$ cat src/rtl/rank_filter_pkg.sv
`default_nettype none
// ============================================================================
// Module      : rank_filter_pkg
// Description : Shared types and helpers for the serial rank-order filter.
//               Holds the controller state encoding and the pass-count /
//               sort-direction helpers derived from the latched rank.
// Revision    : 1.0  initial release
// ============================================================================
package rank_filter_pkg;

  // Controller states: collect first sample, collect rest, sort, present.
  typedef enum logic [1:0] {
    IDLE = 2'd0,
    LOAD = 2'd1,
    SORT = 2'd2,
    OUT  = 2'd3
  } state_t;

  // Number of extraction passes: walk in from whichever end is nearer.
  function automatic int n_passes(input int rk, input int num);
    int from_min;
    int from_max;
    from_min = rk + 1;
    from_max = num - rk;
    return (from_min < from_max) ? from_min : from_max;
  endfunction

  // Extract maxima when the rank is at least as close to the top end.
  function automatic logic max_mode(input int rk, input int num);
    return ((num - rk) <= (rk + 1));
  endfunction

endpackage
`default_nettype wire

$ cat src/rtl/rank_filter_if.sv
`default_nettype none
// ============================================================================
// Module      : rank_filter_if
// Description : Sample-in / result-out handshake bundle of the rank filter.
//               master = upstream/downstream side, slave = filter side.
// Revision    : 1.0  initial release
// ============================================================================
interface rank_filter_if #(
  parameter int WIDTH = 8,
  parameter int NUM   = 9
);
  localparam int RW = $clog2(NUM);

  logic [WIDTH-1:0] DI;
  logic             DSI;
  logic             DI_RDY;
  logic [RW-1:0]    RANK;
  logic [WIDTH-1:0] DO;
  logic             DSO;
  logic             DOR;

  modport master (
    output DI, DSI, RANK, DOR,
    input  DI_RDY, DO, DSO
  );

  modport slave (
    input  DI, DSI, RANK, DOR,
    output DI_RDY, DO, DSO
  );

endinterface
`default_nettype wire

$ cat src/rtl/rank_filter_core.sv
`default_nettype none
// ============================================================================
// Module      : rank_core
// Description : Circular sample buffer plus accumulator. Each step compares
//               the buffer tail with the accumulator; the winner stays in the
//               accumulator, the loser re-enters the buffer head. A pass of
//               NUM steps therefore extracts one extreme value.
// Revision    : 1.0  initial release
// ============================================================================
module rank_core #(
  parameter int WIDTH = 8,
  parameter int NUM   = 9
) (
  input  logic             CLK,
  input  logic             nRST,
  input  logic             load_i,
  input  logic [WIDTH-1:0] din_i,
  input  logic             pass_start_i,
  input  logic             step_i,
  input  logic             max_mode_i,
  output logic [WIDTH-1:0] a_o
);

  logic [WIDTH-1:0] b_q [NUM];
  logic [WIDTH-1:0] a_q;
  logic [WIDTH-1:0] a_d;
  logic [WIDTH-1:0] tail;
  logic [WIDTH-1:0] acc_cmp;
  logic [WIDTH-1:0] head_in;
  logic             tail_wins;

  assign tail = b_q[NUM-1];

  // Compare stage: sentinel replaces A on the first step of a pass; ties keep A.
  always_comb begin
    acc_cmp   = pass_start_i ? (max_mode_i ? '0 : '1) : a_q;
    tail_wins = max_mode_i ? (tail > acc_cmp) : (tail < acc_cmp);
    a_d       = a_q;
    head_in   = tail_wins ? acc_cmp : tail;
    if (load_i) begin
      head_in = din_i;
    end else if (step_i) begin
      a_d = tail_wins ? tail : acc_cmp;
    end
  end

  // Buffer rotates on every load or sort step; accumulator takes the winner.
  always_ff @(posedge CLK or negedge nRST) begin
    if (!nRST) begin
      a_q <= '0;
      for (int i = 0; i < NUM; i++) begin
        b_q[i] <= '0;
      end
    end else begin
      a_q <= a_d;
      if (load_i || step_i) begin
        b_q[0] <= head_in;
        for (int i = 1; i < NUM; i++) begin
          b_q[i] <= b_q[i-1];
        end
      end
    end
  end

  // Accumulator value including this cycle's compare, so the controller can
  // capture the final result on the same edge that ends the last pass.
  assign a_o = a_d;

endmodule
`default_nettype wire

$ cat src/rtl/rank_filter.sv
`default_nettype none
// ============================================================================
// Module      : rank_filter
// Description : Serial rank-order filter. Collects NUM samples, runs
//               P = min(rk+1, NUM-rk) extraction passes of NUM cycles each and
//               presents the rk-th smallest sample over a valid/ready port.
// Revision    : 1.0  initial release
// ============================================================================
module rank_filter
  import rank_filter_pkg::*;
#(
  parameter int WIDTH = 8,
  parameter int NUM   = 9
) (
  input  logic        CLK,
  input  logic        nRST,
  rank_filter_if.slave bus
);

  localparam int RW = $clog2(NUM);
  localparam int CW = $clog2(NUM);
  localparam int PW = $clog2(NUM + 1);

  state_t           state_q, state_d;
  logic [CW-1:0]    smp_q, smp_d;
  logic [CW-1:0]    cyc_q, cyc_d;
  logic [PW-1:0]    pass_q, pass_d;
  logic [RW-1:0]    rk_q, rk_d;
  logic [WIDTH-1:0] do_q, do_d;

  logic             rdy;
  logic             accept;
  logic             load;
  logic             step;
  logic             pass_start;
  logic             mode;
  logic [PW-1:0]    n_pass;
  logic [RW-1:0]    rank_clamped;
  logic [WIDTH-1:0] a_next;

  assign rdy          = (state_q == IDLE) || (state_q == LOAD);
  assign accept       = bus.DSI && rdy;
  assign rank_clamped = (32'(bus.RANK) >= NUM) ? RW'(NUM - 1) : bus.RANK;
  assign n_pass       = PW'(n_passes(int'(rk_q), NUM));
  assign mode         = max_mode(int'(rk_q), NUM);

  rank_core #(
    .WIDTH (WIDTH),
    .NUM   (NUM)
  ) u_core (
    .CLK          (CLK),
    .nRST         (nRST),
    .load_i       (load),
    .din_i        (bus.DI),
    .pass_start_i (pass_start),
    .step_i       (step),
    .max_mode_i   (mode),
    .a_o          (a_next)
  );

  // Next-state and datapath control: counters advance, result captured on entry to OUT.
  always_comb begin
    state_d    = state_q;
    smp_d      = smp_q;
    cyc_d      = cyc_q;
    pass_d     = pass_q;
    rk_d       = rk_q;
    do_d       = do_q;
    load       = 1'b0;
    step       = 1'b0;
    pass_start = 1'b0;
    case (state_q)
      IDLE: begin
        if (accept) begin
          rk_d    = rank_clamped;
          load    = 1'b1;
          smp_d   = CW'(1);
          state_d = LOAD;
        end
      end
      LOAD: begin
        if (accept) begin
          load = 1'b1;
          if (smp_q == CW'(NUM - 1)) begin
            smp_d   = '0;
            cyc_d   = '0;
            pass_d  = PW'(1);
            state_d = SORT;
          end else begin
            smp_d = smp_q + CW'(1);
          end
        end
      end
      SORT: begin
        step       = 1'b1;
        pass_start = (cyc_q == '0);
        if (cyc_q == CW'(NUM - 1)) begin
          cyc_d = '0;
          if (pass_q == n_pass) begin
            do_d    = a_next;
            state_d = OUT;
          end else begin
            pass_d = pass_q + PW'(1);
          end
        end else begin
          cyc_d = cyc_q + CW'(1);
        end
      end
      OUT: begin
        if (bus.DOR) begin
          state_d = IDLE;
        end
      end
      default: state_d = IDLE;
    endcase
  end

  // Controller registers; reset discards any partial window or sort in flight.
  always_ff @(posedge CLK or negedge nRST) begin
    if (!nRST) begin
      state_q <= IDLE;
      smp_q   <= '0;
      cyc_q   <= '0;
      pass_q  <= '0;
      rk_q    <= '0;
      do_q    <= '0;
    end else begin
      state_q <= state_d;
      smp_q   <= smp_d;
      cyc_q   <= cyc_d;
      pass_q  <= pass_d;
      rk_q    <= rk_d;
      do_q    <= do_d;
    end
  end

  assign bus.DI_RDY = rdy;
  assign bus.DO     = do_q;
  assign bus.DSO    = (state_q == OUT);

endmodule
`default_nettype wire

$ cat src/flat_wrapper.sv
// flat-port wrapper written by rule: the top's interface ports become plain ports
module rank_filter_flat import rank_filter_pkg::*;
#(
  parameter int WIDTH = 8,
  parameter int NUM   = 9
)
  (CLK, nRST, bus_DI, bus_DSI, bus_RANK, bus_DOR, bus_DI_RDY, bus_DO, bus_DSO);
  rank_filter_if #(.WIDTH(WIDTH), .NUM(NUM)) bus_i ();
  input  logic CLK;
  input  logic nRST;
  input wire logic [$bits(bus_i.DI)-1:0] bus_DI;
  input wire logic [$bits(bus_i.DSI)-1:0] bus_DSI;
  input wire logic [$bits(bus_i.RANK)-1:0] bus_RANK;
  input wire logic [$bits(bus_i.DOR)-1:0] bus_DOR;
  output wire logic [$bits(bus_i.DI_RDY)-1:0] bus_DI_RDY;
  output wire logic [$bits(bus_i.DO)-1:0] bus_DO;
  output wire logic [$bits(bus_i.DSO)-1:0] bus_DSO;
  assign bus_i.DI = bus_DI;
  assign bus_i.DSI = bus_DSI;
  assign bus_i.RANK = bus_RANK;
  assign bus_i.DOR = bus_DOR;
  assign bus_DI_RDY = bus_i.DI_RDY;
  assign bus_DO = bus_i.DO;
  assign bus_DSO = bus_i.DSO;
  rank_filter #(.WIDTH(WIDTH), .NUM(NUM)) u_core (.CLK(CLK), .nRST(nRST), .bus(bus_i));
endmodule
$ cat config.mk
export PLATFORM = sky130hd
export DESIGN_NAME = rank_filter_flat
export DESIGN_NICKNAME = d
export VERILOG_FILES = /design/src/rtl/rank_filter_pkg.sv /design/src/rtl/rank_filter_if.sv /design/src/rtl/rank_filter_core.sv /design/src/rtl/rank_filter.sv /design/src/flat_wrapper.sv
export SDC_FILE = /design/constraint.sdc
export NUM_CORES = 1
export LEC_CHECK = 0
export ABC_AREA = 0
export BUFFER_PORTS_ARGS = -buffer_cell sky130_fd_sc_hd__clkbuf_2
export CAP_MARGIN = 20
export CORE_UTILIZATION = 45
export CTS_CLUSTER_DIAMETER = 50
export CTS_CLUSTER_SIZE = 40
export DETAILED_ROUTE_END_ITERATION = 10
export PLACE_DENSITY_LB_ADDON = 0.3
export SLEW_MARGIN = 20
export SYNTH_ARGS = -nofsm -noshare
export SYNTH_HDL_FRONTEND = slang
export SYNTH_SLANG_ARGS = --single-unit
$ cat constraint.sdc
create_clock -name CLK -period 6.5 [get_ports CLK]
set_input_delay 1.3 -clock CLK [delete_from_list [all_inputs] [get_ports CLK]]
set_output_delay 1.3 -clock CLK [all_outputs]
set_load 0.02 [all_outputs]
==> results of run 1 <==
-- registers in the layout, summed over array words and instances, names as in the netlist --
register / count
u_core.bus.DO: 8
u_core.cyc_q: 4
u_core.pass_q: 4
u_core.rk_q: 4
u_core.smp_q: 4
u_core.state_q: 2
u_core.u_core.a_q: 8
u_core.u_core.b_q: 64
u_core.u_core.tail: 8
-- critical path: stages (launching register included) --
cell and delay, ns:
dfrtp_1 0.48, inv_1 0.13, ha_1 0.22, xor2_1 0.16, ha_1 0.36, nor3b_1 0.42, a311o_2 0.23, nand2_4 0.10
nor2_1 0.40, a21oi_1 0.13, ha_1 0.34, nor2b_1 0.14, o211ai_1 0.15, a21oi_1 0.13, nor2_1 0.38, mux2i_2 0.59
mux2_2 0.40, o21ai_0 0.15
-- worst min path at each step --
stage / depth (start not counted) / slack, ns / end
6_report: 1 / 0.50 / u_core.u_core.b_q[44]$_DFFE_PN0P_
5_1_grt: 1 / 0.51 / u_core.u_core.b_q[22]$_DFFE_PN0P_
2_1_floorplan: 1 / 0.47 / u_core.u_core.b_q[56]$_DFFE_PN0P_
3_3_place_gp: 1 / 0.48 / u_core.u_core.b_q[36]$_DFFE_PN0P_
3_5_place_dp: 1 / 0.49 / u_core.u_core.b_q[42]$_DFFE_PN0P_
4_1_cts: 1 / 0.50 / u_core.u_core.b_q[42]$_DFFE_PN0P_
-- cell families after synthesis --
group | Yosys count | share of synthesized area
DFF | 106 | 0.513
muxes | 86 | 0.193
AOI/OAI and AO/OA | 83 | 0.110
and+or+nand+nor | 83 | 0.0882
buffers and inverters | 35 | 0.0274
adders and majority gates | 23 | 0.0557
xor gates and xnor gates | 7 | 0.0119
-- layout make-up --
type                    count  area share
inverters                  21      0.0138
multi-input cells         282       0.416
flip-flops and latches    106       0.463
well taps                 140      0.0306
repair buffers             28      0.0262
clock inverters             6      0.0100
clock buffers              10      0.0400
-- routing by layer --
layer | vias to the layer above | wire length (um) | global-route usage
met2 | 55 | 4290 | 0.270
met5 | - | 0 | 0
met1 | 1639 | 4770 | 0.257
met4 | 0 | 145 | 0.0637
li1 | 1587 | - | -
met3 | 12 | 357 | 0.0341
-- synth_stat cells, types with 2 or more instances --
master,instances
a21o_1,2
a21oi_1,24
a221o_1,8
a22o_1,3
and2_1,2
buf_2,8
clkbuf_1,5
dfrtp_1,106
ha_1,23
inv_1,21
mux2_2,73
mux2_4,8
mux2i_1,3
nand2_1,22
nand2b_1,5
nand3_1,12
nand4_1,7
nor2_1,10
nor2b_1,3
nor3b_1,9
o211ai_1,2
o21ai_0,24
o21ai_1,2
o22ai_1,3
or4_1,3
xnor2_1,4
xor2_1,3
-- placed cells by master, fill, tap and decap left out, types with 5 or more instances in the layout --
master and n:
ha_1 23, clkbuf_16 9, nor2_1 9, mux2_2 73, nand2b_1 5, o21ai_0 24
clkbuf_2 24, nand4_1 7, nor3b_1 9, dfrtp_1 106, inv_1 21, nand2_1 22
nand3_1 12, a21oi_1 24, mux2_4 8, a221o_1 8
-- through the flow --
step                std cells  instance area [sq um]  hold WS (ns)  setup slack (ns)  utilization
floorplan                 423                   5170         0.472              2.29            -
global placement          577                   5440         0.481              1.80        0.493
detailed placement        577                   5440         0.490              1.46        0.493
CTS                       593                   5720         0.504              1.43        0.519
global route              593                   5730         0.515              1.22        0.519
finish                    593                   5730         0.500              1.52        0.519
==> impl_metrics.tcl, run 1 <==
set metrics [dict create \
    yosysSeqAreaShare 0.513 \
    drv_cap 0 \
    rsz0062_at_grt "false" \
    track_usage 0.179 \
    yosys.area.top_type "dfrtp_1" \
    tns_ns 0 \
    outcome "completed" \
    grt_pass1_wl_um 16300 \
    synthDistinctLibCells 55 \
    remaining_drc_errors 0 \
    grt_overflow 0 \
    r2r_slack_ns 1.52 \
    postCtsResizedCells 0 \
    relSlewSlack 0.440 \
    finish.net_count 487 \
    clock_latency_ns 0.35 \
    die_h_um 109 \
    areaGrowthSynthToFinish_pct 10.9 \
    avgSynthCellArea_sq_um 12.2 \
    rr_startpoint "u_core.rk_q[1]$_DFFE_PN0P_" \
    cts_root_buf "clkbuf_16" \
    slew_violations 0 \
    h-tree-depth 3 \
    drtIter0Drc 88 \
    cts_made_buffers 9 \
    post-route-period-util 0.766 \
    layout_min_cycle_time_ns 4.98 \
    die_w_um 109 \
    totalWireLength_um 9560 \
    place_congestion 0.891 \
    crit_fanout 9 \
    crit_path_start_kind "register" \
    ant_nets 0 \
    synth_seq_cells 106 \
    place_hpwl_um 6700 \
    hold_violations 0 \
    dieArea_sq_um 11900 \
    drtPass1Iterations 4 \
    synthTopCellsByArea "dfrtp_1, mux2_2, ha_1" \
    arrival_ns 5.25 \
    path_clk_slew_ns 0.08 \
    initial_core_util 0.468 \
    holdBufCountCts 0 \
    setup.worst_path.start "u_core.rk_q[1]$_DFFE_PN0P_" \
    drive_above_1_share 0.305 \
    post-cts-setup-buffer-count 0 \
    crit_required_ns 6.77 \
    port_buffers 25 \
    via_count 3293 \
    grt_max_degree 68 \
    synthCells 423 \
    cts_sinks 106 \
    clock_path_buffers 2 \
    num_rows 38 \
    syn-cell-area_sq_um 5170 \
    worstHoldStart "u_core.u_core.b_q[44]$_DFFE_PN0P_" \
    worstHoldPathType "register to register" \
    skew_ns 0.00935 \
    fill_cells 991 \
    synth_nets 462 \
    critical_path_class "register to register" \
    synth-async-reset-ratio 1.00 \
    grt_pass1_vias 3302 \
    synth-edff-count 0 \
    multiInputGateArea_sq_um 2390 \
    vias_per_cell 5.55 \
    setup_violations 0 \
    r2r_cells 17 \
    fmax_mhz 201 \
    r2r-end "u_core.u_core.b_q[71]$_DFFE_PN0P_" \
    ys.flop_type "dfrtp_1" \
    coreArea_sq_um 11000 \
    avgRoutedWirePerCell_um 16.1 \
    antenna_cells 0 \
    io_pins 26 \
    synth.top_cell.area_share 0.513 \
    max_slew.worst_pin.slew_ns 0.841 \
    crit_end "u_core.u_core.b_q[71]$_DFFE_PN0P_" \
    synth_warnings 0 \
    cp-end-kind "register" \
    antenna_found_initial 0 \
    seq_area_sq_um 2650 \
    cts_tree "built" \
]
Power of run 1 is not shown: default switching activity piles up to over one toggle a cycle in this logic, so the estimate is an artifact.
==> run 2: changes to the inputs <==
==> constraint.sdc (replaced) <==
create_clock -name CLK -period 4.06 [get_ports CLK]
set_input_delay 0.812 -clock CLK [delete_from_list [all_inputs] [get_ports CLK]]
set_output_delay 0.812 -clock CLK [all_outputs]
set_load 0.02 [all_outputs]
==> run 2 against run 1 <==
Effect of this change: worst hold slack improved by 0.0018 ns; die area did not move; fmax rose by 24%; sequential share of layout area fell by 2.0 points; clock skew fell by 0.0030 ns; critical path type unchanged; critical endpoint is now u_core.bus.DO[2]$_DFFE_PN0P_.
==> impl_metrics.tcl, run 2 (same netlist as run 1, synthesis figures left out) <==
set metrics [dict create \
    outcome "completed" \
    fmax_mhz 249 \
    holdWs_ns 0.502 \
    setup.worst_path.start "u_core.rk_q[1]$_DFFE_PN0P_" \
    crit_fanout 8 \
    die_h_um 109 \
    vias_per_cell 5.50 \
    arrival_ns 4.24 \
    antenna_found_initial 0 \
    avgRoutedWirePerCell_um 15.7 \
    crit_required_ns 4.29 \
    cts_root_buf "clkbuf_16" \
    place_congestion 0.860 \
    largest_reg_flops 64 \
    cp-end-kind "register" \
    holdBufCountCts 0 \
    layout_common_cells "dfrtp_1, mux2_2, clkbuf_2, o21ai_0" \
    path_clk_slew_ns 0.07 \
    rr_startpoint "u_core.rk_q[1]$_DFFE_PN0P_" \
    h-tree-depth 3 \
    areaGrowthSynthToFinish_pct 16.0 \
    final_area_sq_um 5990 \
    post-route-period-util 0.988 \
    die_w_um 109 \
    skew_ns 0.00637 \
    relSlewSlack 0.542 \
    final_common_cell "dfrtp_1" \
    io_pins 26 \
    max_slew.worst_pin.slew_ns 0.687 \
    place_hpwl_um 6570 \
    cts_made_buffers 9 \
    drv_cap 0 \
    initial_core_util 0.468 \
    largest_register "u_core.u_core.b_q" \
    tns_ns 0 \
    place_area_sq_um 5560 \
    clock_latency_ns 0.34 \
    track_usage 0.179 \
    port_buffers 25 \
    rsz0062_at_grt "true" \
    cts_tree "built" \
    grt_pass1_vias 3216 \
    drtPass1Iterations 5 \
    antenna_cells 0 \
    dieArea_sq_um 11900 \
    worstHoldStart "u_core.u_core.b_q[61]$_DFFE_PN0P_" \
    setup_violations 0 \
    drtIter0Drc 164 \
    hold_violations 0 \
    cts_sinks 106 \
    crit_path_start_kind "register" \
    grt_overflow 0 \
    grt_pass1_wl_um 16200 \
    grt_max_degree 54 \
    final_core_util 0.543 \
    ant_nets 0 \
    finish.net_count 507 \
    slew_violations 0 \
    num_rows 38 \
    critical_path_class "register to register" \
    totalWireLength_um 9620 \
    layout_min_cycle_time_ns 4.01 \
    clock_path_buffers 2 \
    remaining_drc_errors 0 \
    drive_above_1_share 0.362 \
    via_count 3373 \
    worstHoldPathType "register to register" \
    coreArea_sq_um 11000 \
]
run 2: cell types whose count changed in the layout (fill, tap and decap cells not counted), sizes merged:
cell	delta
buf	+20
clkbuf	-1
inv	-2
clkinvlp	+3
run 2: routing by layer:
layer,part of all wire,track usage,wire (um),vias to the layer above
met3,0.022,0.0287,216,8
met4,0.013,0.0647,129,0
met5,0,0,0,-
met2,0.44,0.251,4270,48
li1,-,-,-,1642
met1,0.52,0.278,5000,1675
run 2: stage by stage:
step	setup WS (ns)	instances
4_1_cts	0.00873	607
3_3_place_gp	-0.147	590
6_report	0.0494	613
3_5_place_dp	-0.265	590
5_1_grt	-0.132	613
2_1_floorplan	0.00816	423
run 2: timing repair:
| item | 4_1_cts | 5_1_grt |
|---|---|---|
| setup endpoints to repair | 24 | 24 |
| buffers inserted | 1 | 6 |
| pin swaps | 1 | 16 |
| resized for setup | 4 | 12 |
| gates cloned | 0 | 0 |
run 2: final cells by class:
cell class / instances / area, sq um
Timing Repair Buffer: 48 / 325
Tap cell: 140 / 175
Sequential cell: 106 / 2650
Inverter: 21 / 78.8
Fill cell: 972 / 5040
Multi-Input combinational cell: 282 / 2470
Clock buffer: 9 / 225
Clock inverter: 7 / 65.1
run 2: worst paths after layout:
| path | endpoint | slack [ns] | cells past startpoint |
|---|---|---|---|
| setup reg to reg | u_core.bus.DO[2]$_DFFE_PN0P_ | 0.05 | 17 |
| hold / removal | u_core.u_core.b_q[61]$_DFFE_PN0P_ | 0.50 | 1 |
| setup / recovery | u_core.bus.DO[2]$_DFFE_PN0P_ | 0.05 | 17 |
| max in group asynchronous | u_core.bus.DO[2]$_DFFE_PN0P_ | 2.72 | 2 |
| min in group asynchronous | u_core.state_q[0]$_DFFE_PN0P_ | 0.51 | 1 |
| hold reg to reg | u_core.u_core.b_q[61]$_DFFE_PN0P_ | 0.50 | 1 |
run 2: worst max-delay path, stage by stage, from the launching register on:
cell	delay [ns]
dfrtp_2	0.42
inv_1	0.09
ha_1	0.16
xor2_1	0.20
ha_1	0.27
buf_4	0.16
a311o_2	0.35
nand2_4	0.09
nor2_4	0.06
a21oi_2	0.14
ha_1	0.25
nor2b_1	0.13
o211ai_1	0.23
a21oi_2	0.12
o31a_2	0.34
o22a_4	0.25
a221o_1	0.34
mux2_4	0.27
Power of run 2 is left out for the same reason.
